==> src/rtl/rf_pkg.sv <==
// rf_pkg: shared constants and types for the multiport register file.
//   RF_DEF_WIDTH / RF_DEF_DEPTH / RF_DEF_NRD : default geometry
//   rf_state_t                               : soft-clear sweep states
package rf_pkg;

   localparam int RF_DEF_WIDTH = 16;
   localparam int RF_DEF_DEPTH = 16;
   localparam int RF_DEF_NRD   = 2;

   typedef enum logic {
      RF_IDLE  = 1'b0,
      RF_SWEEP = 1'b1
   } rf_state_t;

endpackage

==> src/rtl/rf_read_port.sv <==
// rf_read_port: one combinational read port of the register file.
// Ports:
//   raddr            in  register address for this port
//   mem_flat         in  whole array, entry k at [k*WIDTH +: WIDTH]
//   busy             in  busy scoreboard, one bit per entry
//   we0/waddr0/wdata0, we1/waddr1/wdata1
//                    in  qualified same-cycle writes (already dropped when
//                        sweeping or targeting a hardwired entry 0)
//   rsv_en/rsv_addr  in  qualified same-cycle reservation
//   rdata            out read data with write bypass (port 1 over port 0)
//   rbusy            out busy flag of the addressed entry
module rf_read_port
   import rf_pkg::*;
#(
   parameter  int WIDTH   = RF_DEF_WIDTH,
   parameter  int DEPTH   = RF_DEF_DEPTH,
   parameter  int ZERO_R0 = 1,
   localparam int AW      = $clog2(DEPTH)
) (
   input  logic [AW-1:0]          raddr,
   input  logic [DEPTH*WIDTH-1:0] mem_flat,
   input  logic [DEPTH-1:0]       busy,
   input  logic                   we0,
   input  logic [AW-1:0]          waddr0,
   input  logic [WIDTH-1:0]       wdata0,
   input  logic                   we1,
   input  logic [AW-1:0]          waddr1,
   input  logic [WIDTH-1:0]       wdata1,
   input  logic                   rsv_en,
   input  logic [AW-1:0]          rsv_addr,
   output logic [WIDTH-1:0]       rdata,
   output logic                   rbusy
);

   logic wr_hit0;
   logic wr_hit1;
   logic rsv_hit;
   logic r0_sel;

   always_comb begin
      wr_hit0 = we0 && (waddr0 == raddr);
      wr_hit1 = we1 && (waddr1 == raddr);
      rsv_hit = rsv_en && (rsv_addr == raddr);
      r0_sel  = (ZERO_R0 != 0) && (raddr == '0);

      rdata = mem_flat[raddr*WIDTH +: WIDTH];
      rbusy = busy[raddr];

      if (wr_hit1) begin
         rdata = wdata1;
      end else if (wr_hit0) begin
         rdata = wdata0;
      end

      // A landing result retires the reservation, unless a new reservation
      // for the same entry arrives in the same cycle (that one wins).
      if ((wr_hit0 || wr_hit1) && !rsv_hit) begin
         rbusy = 1'b0;
      end

      if (r0_sel) begin
         rdata = '0;
         rbusy = 1'b0;
      end
   end

endmodule

==> src/rtl/rf_multiport.sv <==
// rf_multiport: WIDTH x DEPTH register file with NRD combinational read
// ports, two bypassed write ports, a busy scoreboard and a soft-clear sweep.
// Ports:
//   clk, rst                 clock, synchronous active-high reset
//   raddr / rdata / rbusy    read ports, port i at [i*AW], [i*WIDTH], [i]
//   wen0/waddr0/wdata0       write port 0
//   wen1/waddr1/wdata1       write port 1 (wins on address collision)
//   rsv_en/rsv_addr          mark an entry busy
//   clr_req                  start zeroing sweep (one entry per cycle)
//   clr_busy                 sweep in progress
module rf_multiport
   import rf_pkg::*;
#(
   parameter  int WIDTH   = RF_DEF_WIDTH,
   parameter  int DEPTH   = RF_DEF_DEPTH,
   parameter  int NRD     = RF_DEF_NRD,
   parameter  int ZERO_R0 = 1,
   localparam int AW      = $clog2(DEPTH)
) (
   input  logic                 clk,
   input  logic                 rst,
   input  logic [NRD*AW-1:0]    raddr,
   output logic [NRD*WIDTH-1:0] rdata,
   output logic [NRD-1:0]       rbusy,
   input  logic                 wen0,
   input  logic [AW-1:0]        waddr0,
   input  logic [WIDTH-1:0]     wdata0,
   input  logic                 wen1,
   input  logic [AW-1:0]        waddr1,
   input  logic [WIDTH-1:0]     wdata1,
   input  logic                 rsv_en,
   input  logic [AW-1:0]        rsv_addr,
   input  logic                 clr_req,
   output logic                 clr_busy
);

   localparam logic [AW-1:0] PTR_LAST = AW'(DEPTH - 1);

   rf_state_t              state_q;
   rf_state_t              state_d;
   logic [AW-1:0]          ptr_q;
   logic [WIDTH-1:0]       mem_q [DEPTH];
   logic [DEPTH-1:0]       busy_q;
   logic [DEPTH*WIDTH-1:0] mem_flat;
   logic                   sweeping;
   logic                   we0;
   logic                   we1;
   logic                   rsv;

   assign sweeping = (state_q == RF_SWEEP);
   assign clr_busy = sweeping;

   // Qualified requests: the sweep owns the array, and a hardwired entry 0
   // never takes data or reservations. Bypass uses these too, so it is
   // automatically disabled while sweeping.
   assign we0 = wen0   && !sweeping && !((ZERO_R0 != 0) && (waddr0   == '0));
   assign we1 = wen1   && !sweeping && !((ZERO_R0 != 0) && (waddr1   == '0));
   assign rsv = rsv_en && !sweeping && !((ZERO_R0 != 0) && (rsv_addr == '0));

   always_comb begin
      state_d = state_q;
      case (state_q)
         RF_IDLE:  if (clr_req) state_d = RF_SWEEP;
         RF_SWEEP: if (ptr_q == PTR_LAST) state_d = RF_IDLE;
         default:  state_d = RF_IDLE;
      endcase
   end

   always_ff @(posedge clk) begin
      if (rst) begin
         state_q <= RF_IDLE;
         ptr_q   <= '0;
      end else begin
         state_q <= state_d;
         // ptr idles at 0 so the first sweep cycle clears entry 0; it parks
         // at DEPTH-1 on the last sweep cycle instead of wrapping.
         if (!sweeping) begin
            ptr_q <= '0;
         end else if (ptr_q != PTR_LAST) begin
            ptr_q <= ptr_q + 1'b1;
         end
      end
   end

   always_ff @(posedge clk) begin
      if (rst) begin
         for (int i = 0; i < DEPTH; i++) begin
            mem_q[i] <= '0;
         end
         busy_q <= '0;
      end else if (sweeping) begin
         mem_q[ptr_q]  <= '0;
         busy_q[ptr_q] <= 1'b0;
      end else begin
         // Later assignments take precedence: port 1 over port 0, and a
         // reservation over the busy-clear of a same-cycle write.
         if (we0) begin
            mem_q[waddr0]  <= wdata0;
            busy_q[waddr0] <= 1'b0;
         end
         if (we1) begin
            mem_q[waddr1]  <= wdata1;
            busy_q[waddr1] <= 1'b0;
         end
         if (rsv) begin
            busy_q[rsv_addr] <= 1'b1;
         end
      end
   end

   for (genvar g = 0; g < DEPTH; g++) begin : g_flat
      assign mem_flat[g*WIDTH +: WIDTH] = mem_q[g];
   end

   for (genvar p = 0; p < NRD; p++) begin : g_rd
      rf_read_port #(
         .WIDTH   (WIDTH),
         .DEPTH   (DEPTH),
         .ZERO_R0 (ZERO_R0)
      ) u_rd (
         .raddr    (raddr[p*AW +: AW]),
         .mem_flat (mem_flat),
         .busy     (busy_q),
         .we0      (we0),
         .waddr0   (waddr0),
         .wdata0   (wdata0),
         .we1      (we1),
         .waddr1   (waddr1),
         .wdata1   (wdata1),
         .rsv_en   (rsv),
         .rsv_addr (rsv_addr),
         .rdata    (rdata[p*WIDTH +: WIDTH]),
         .rbusy    (rbusy[p])
      );
   end

endmodule
==> config.mk <==
export PLATFORM = sky130hd
export DESIGN_NAME = rf_multiport
export DESIGN_NICKNAME = d
export VERILOG_FILES = /design/src/rtl/rf_pkg.sv /design/src/rtl/rf_read_port.sv /design/src/rtl/rf_multiport.sv
export SDC_FILE = /design/constraint.sdc
export NUM_CORES = 1
export LEC_CHECK = 0
export ABC_AREA = 0
export BUFFER_PORTS_ARGS = -buffer_cell sky130_fd_sc_hd__buf_4
export CELL_PAD_IN_SITES_DETAIL_PLACEMENT = 0
export CELL_PAD_IN_SITES_GLOBAL_PLACEMENT = 2
export CORE_MARGIN = 5
export CORE_UTILIZATION = 30
export DETAILED_ROUTE_END_ITERATION = 8
export HOLD_SLACK_MARGIN = 0.06
export PLACE_DENSITY_LB_ADDON = 0.1
export RECOVER_POWER = 25
export SETUP_SLACK_MARGIN = 0.1
export SYNTH_ARGS = -nofsm -noshare
export SYNTH_HDL_FRONTEND = slang
export SYNTH_SLANG_ARGS = --single-unit
==> constraint.sdc <==
create_clock -name clk -period 3.9 [get_ports clk]
set_input_delay 0.78 -clock clk [delete_from_list [all_inputs] [get_ports clk]]
set_output_delay 0.78 -clock clk [all_outputs]
set_load 0.05 [all_outputs]
==> results of run 1 <==
-- synth_stat cells, types with 3 or more instances --
cell type and instances:
nand2b_1 13, a22o_1 204, nand3b_1 4, o31ai_1 3
buf_2 46, o22a_1 6, o32a_1 6, a221o_1 32
a22oi_1 60, edfxtp_1 256, mux4_2 136, o2bb2ai_1 32
dfxtp_1 20, buf_1 31, clkbuf_1 78, buf_4 10
inv_1 22, and2_1 20, nor2b_1 10, nand2_1 74
nand3_1 10, nor2_1 84, nor3_1 23, o21a_1 3
o22ai_1 4, or3_1 6, o211ai_1 3, nor4_2 3
ha_1 4, nand4_1 13, xor2_1 4, xnor2_1 21
a21oi_1 7, nor4_1 3, o221ai_1 11, o21ai_0 18
nor3_2 6, mux2i_1 4, nor3_4 6
-- cell usage in the layout (no fill, tap or decap), types with 12 or more instances in the layout --
cell	netlist	final
nor3_2	6	12
nor2_1	84	84
nand2b_1	13	13
buf_12	0	13
xnor2_1	21	21
dfxtp_1	20	20
inv_1	22	22
clkbuf_16	0	37
edfxtp_1	256	256
a22oi_1	60	54
nor3_1	23	13
nand4_1	13	13
nand2_1	74	74
and2_1	20	20
clkbuf_1	78	17
a221o_1	32	32
o2bb2ai_1	32	32
mux4_2	136	136
a22o_1	204	204
buf_4	10	165
conb_1	1	16
o21ai_0	18	16
-- registers in the layout, summed over array words and instances, names as in the netlist --
| register | count |
|---|---|
| busy_q | 15 |
| mem_q | 256 |
| ptr_q | 4 |
| clr_busy | 1 |
-- cells by family (layout without fill, tap and decap cells) --
group / after synthesis / after routing
AND/OR/NAND/NOR: 294 / 294
flip-flops: 276 / 276
other: 1 / 16
XOR/XNOR: 25 / 25
multiplexers: 142 / 142
AO/OA/AOI/OAI: 407 / 407
buffers and inverters: 188 / 276
adder cells (fa/ha/maj): 4 / 4
-- through the flow --
step           instance area [um^2]  cells  setup slack (ns)  TNS, ns  power, W
2_1_floorplan                 17400   1352             0.296        0   0.00433
6_report                      20400   2205             0.139        0   0.00797
4_1_cts                       20400   2202            0.0570        0   0.00801
3_3_place_gp                  19300   2140            -0.200    -1.98   0.00492
5_1_grt                       20400   2205            0.0925        0   0.00822
3_5_place_dp                  19300   2140            -0.196    -1.98   0.00492
-- worst paths after layout --
path	startpoint	depth (start not counted)	slack, ns	end
worst max-delay path	raddr[4]	8	0.14	rdata[24]
worst min-delay path	clr_req	3	0.51	clr_busy
worst max register to register	clr_busy	7	0.34	mem_q[6][3]
worst min register to register	busy_q[3]	2	0.52	busy_q[3]
-- critical path: stages --
cell,delay (ns)
buf_4,0.19
buf_12,0.19
buf_16,0.19
mux4_2,0.51
a22oi_1,0.35
nand2_1,0.17
a221o_1,0.35
buf_4,0.19
-- final cells by class --
cell class	count	area (um^2)	share of cell area (%)
inverter	22	82.6	0.404
timing repair buffer	192	1620	7.93
sequential	276	8090	39.6
clock buffer	51	967	4.73
clock inverter	11	88.8	0.435
tap	765	957	4.68
multi-input combinational	888	8630	42.2
-- report_power, final --
group | switching (W) | leakage [nW] | internal [W]
Combinational | 0.000919 | 3.79 | 0.000516
Sequential | 0.0000678 | 2.80 | 0.00337
Clock | 0.00131 | 0.504 | 0.00179
Total | 0.00230 | 7.09 | 0.00567
-- per-layer routing --
metal	vias up	routed length, um
met1	7076	32100
met3	132	5920
met4	4	2270
met2	601	34400
li1	5659	-
met5	-	19
-- timing repair --
item | 4_1_cts | 5_1_grt
setup endpoints to repair | 16 | 14
setup buffers | 0 | 2
pin swaps | 0 | 1
cloned | 0 | 1
resized for setup | 4 | 6
==> metrics.txt, run 1 <==
period utilization a little over nine tenths; post-route ant nets 0; xor and xnor area share after synthesis under 10%; pin count of the biggest net entering global routing 34; Post-Synth Adder-Cell Area less than 1%; Seq cells post-synth 276; initial DRC count about 1.2k; unrepaired setup endpoints after global routing yes; Layout area overhead 18.0%; Hold Worst Slack ~0.51 ns; Initial Util 30.1%; H-tree depth 2; CTS sink cnt 276; Main synth FF type edfxtp_1; clk buf depth 3; cell accounting for the most synthesized area edfxtp_1; clk_lat worst skew roughly 0.55 ns; Ys Warns 0; TritonCTS buffer count 36; Post-Syn Instances 1,337; worst IR drop on VDD ~0.00023 V; Die Width 250 um; port bufs ~90; critical path data arrival time just under 3 ns; Post-route DRC 0; Layout Skew 0.0236 ns; DIE AREA 0.0626 mm^2; CP Class in -> out; Hold Crit Class in -> reg; final global-route overflow total 0; Post-Route WL 74.8 mm; Slew Viols, Final 0; post-synthesis compound-gate area fraction 19.8%; CTS tree yes; Nets 1,478; EDFF count, synth 256; Worst-path clk slew ~0.060 ns; final hold violations 0; hold_buf cts 0; grt met3 use 5.13%; GR Util met2 a little over a third; Final setup viols 0; post-synth top area share between 40% and 50%; Max Fclk 266 MHz; Area contributors post-synth edfxtp_1 (44%), mux4_2 (18%), a22o_1 (10%); Tot GR Track Use between 20% and 30%; Global Route met1 Usage about a third; Core Footprint approximately 0.057 mm^2; Power Density 390 mW/mm^2; fin util 35.6%; CTS root buf clkbuf_16; layout cells sized above 1 approximately 30%; first-pass GRT wire length between 100 and 150 mm; total of max-cap violations 0; outcome complete, no violations; Via-to-Cell Ratio between 6 and 7; I/O pin count 93; LEAKAGE 7.09 nW; Initial DRT Pass Iterations 5; number of global-route vias before repair between 10k and 15k; row count 88; initial antenna violation count 2; Worst Max-Slew Pin Slew 1.36 ns; CP endpoint kind primary output; Yosys cell types just under 70; Simple-Gate Fraction of Synth Area under 10%; FILL cells around 5.7k; antenna cells 0; Placer Congestion ~0.86; post-DP HPWL about 50 mm; crit path launch type primary input; Seq/Total Area, Yosys 46.7%; Via Count 13.5k; Max FO, Critical Path 14; Final min period 3.76 ns; largest family of logic cells by synthesized area compound AO/OA/AOI/OAI gates; Die H between 200 and 300 um; Post-Syn Area per Cell ~13 um^2; post-synthesis mux area share 18.1%; busiest grt layer met2; Post-synth ARST share 0%; Worst EP required 3.12 ns; Wirelength per Cell around 34 um; synthesized cell area ~0.017 mm^2; slew margin rel. 9.01%
(Power assumes the default switching activity.)
==> run 2, diff against run 1 <==
--- a/config.mk
+++ b/config.mk
@@ -14,7 +14,7 @@
 export DETAILED_ROUTE_END_ITERATION = 8
 export HOLD_SLACK_MARGIN = 0.06
 export PLACE_DENSITY_LB_ADDON = 0.1
-export RECOVER_POWER = 25
+export RECOVER_POWER = 50
 export SETUP_SLACK_MARGIN = 0.1
 export SYNTH_ARGS = -nofsm -noshare
 export SYNTH_HDL_FRONTEND = slang
==> metrics.txt, run 2 (synthesized netlist as in run 1, its figures left out) <==
final global-route overflow total 0 (unchanged); first-pass GRT wire length 104 mm (unchanged); final setup TNS 0 ns (unchanged); unrepaired setup endpoints after global routing yes; Die H 250 um (unchanged); Power Density 390 mW/mm^2 (+0.11%); Slew Viols, Final 0 (unchanged); CTS tree yes; Wirelength per Cell 33.9 um (about the same); Nets 1,478 (unchanged); Tot GR Track Use 23.1% (unchanged); Max FO, Critical Path 14 (unchanged); most frequent cells in the layout edfxtp_1 (256), a22o_1 (204), buf_4 (158), mux4_2 (136), nor2_1 (84); initial antenna violation count 2 (unchanged); final instance area 0.0204 mm^2 (about the same); critical path data arrival time 3.00 ns (+0.02 ns); CP Class in -> out; Initial DRT Pass Iterations 5 (unchanged); Placer Congestion 0.864 (unchanged); crit path launch type primary input; outcome complete, no violations; Max Fclk 264 MHz (-0.62%); Via Count 13.4k (-0.59%); H-tree depth 2 (unchanged); post-route ant nets 0 (unchanged); Post-route DRC 0 (unchanged); total of max-cap violations 0 (unchanged); hold_buf cts 0 (unchanged); clk buf depth 3 (unchanged); TritonCTS buffer count 36 (unchanged); CTS root buf clkbuf_16; largest registers mem_q x256, busy_q x15, ptr_q x4; Layout Skew 0.0250 ns (+0.00137 ns); final hold violations 0 (unchanged); post-DP HPWL 50.7 mm (unchanged); antenna cells 0 (unchanged); R2R Setup Slk 0.27 ns (-0.07 ns); layout cells sized above 1 29.2% (unchanged); DIE AREA 0.0626 mm^2 (unchanged); LEAKAGE 7.07 nW (-0.23%); pin count of the biggest net entering global routing 34 (unchanged); max reg flops 256 (unchanged); Final min period 3.78 ns (+0.0235 ns); worst IR drop on VDD 0.000230 V (-1.0%); Core Footprint 0.0575 mm^2 (unchanged); Initial Util 30.1% (unchanged); Hold Crit Class in -> reg; Placed Area 0.0193 mm^2 (unchanged); slew margin rel. 9.61% (+0.60 points); Post-Route WL 74.8 mm (about the same); end of the critical path rdata[24]; period utilization 97.0% (+0.60 points); dpl ws -0.196 ns (unchanged); commonest non-fill, non-tap cell in the layout edfxtp_1; Final WS setup 0.116 ns (-0.0235 ns); port bufs 92 (unchanged); Worst-path clk slew 0.06 ns (about the same); initial DRC count 1,191 (-0.084%); Layout area overhead 17.9% (about the same); number of global-route vias before repair 13.6k (unchanged); Via-to-Cell Ratio 6.07 (-0.59%); r2r startpoint clr_busy; reg2reg path depth 6 (-1); Hold Worst Slack 0.504 ns (-0.00173 ns); Die Width 250 um (unchanged); row count 88 (unchanged); reg2reg end mem_q[1][12]; Final setup viols 0 (unchanged); clk_lat worst skew 0.55 ns (about the same); CTS sink cnt 276 (unchanged); Top reg by flops mem_q; Worst EP required 3.12 ns (about the same); I/O pin count 93 (unchanged); CP endpoint kind primary output; Worst Setup SP raddr[4]; Worst Max-Slew Pin Slew 1.36 ns (-0.00895 ns)
-- run 2: cell types whose count changed in the layout (fill, tap and decap cells not counted), sizes merged --
cell    delta
buf        -6
clkbuf     +6
-- run 2: layout make-up --
type | instances | area (um^2)
fill | 5683 | 37100
multi-input combinational | 888 | 8630
sequential | 276 | 8090
timing repair buffer | 192 | 1600
clock buffer | 51 | 967
tap | 765 | 957
clock inverter | 11 | 88.8
inverter | 22 | 82.6
-- run 2: worst min path at each step --
stage	to	cells after the start	slack, ns	startpoint
detailed placement	busy_q[3]	2	0.52	busy_q[3]
finish	clr_busy	3	0.50	clr_req
global route	clr_busy	3	0.55	clr_req
global placement	busy_q[3]	2	0.51	busy_q[3]
CTS	clr_busy	3	0.50	clr_req
floorplan	busy_q[3]	2	0.46	busy_q[3]
-- run 2: metal layers --
metal	part of all wire [%]	track usage [%]	vias to the layer above	wire length, um
met1	43	32.2	7031	32500
li1	-	-	5663	-
met4	3.1	6.52	4	2350
met5	0.025	0	-	19
met3	7.4	5.13	135	5570
met2	46	36.4	559	34400
-- run 2: critical path, stage by stage --
cell	delay (ns)
buf_4	0.19
buf_12	0.19
buf_16	0.19
mux4_2	0.51
a22oi_1	0.36
nand2_1	0.18
a221o_1	0.35
buf_4	0.19
-- run 2: where the power goes --
group / internal [W] / switching (W) / leakage (nW)
combinational: 0.000513 / 0.000919 / 3.77
sequential: 0.00337 / 0.0000678 / 2.80
clock: 0.00179 / 0.00131 / 0.504
total: 0.00567 / 0.00230 / 7.07
-- run 2: repair_timing --
action	4_1_cts	5_1_grt
buffers inserted	0	2
endpoints found under the setup margin	16	14
gates cloned	0	1
pin swaps	0	1
resized for setup	4	6
-- run 2: through the flow --
stage / power [W] / util [%] / cells
final: 0.00797 / 35.5 / 2205
after global routing: 0.00822 / 35.5 / 2205
after CTS: 0.00801 / 35.5 / 2202
after detailed placement: 0.00492 / 33.7 / 2140
after global placement: 0.00492 / 33.7 / 2140
after floorplan: 0.00433 / - / 1352
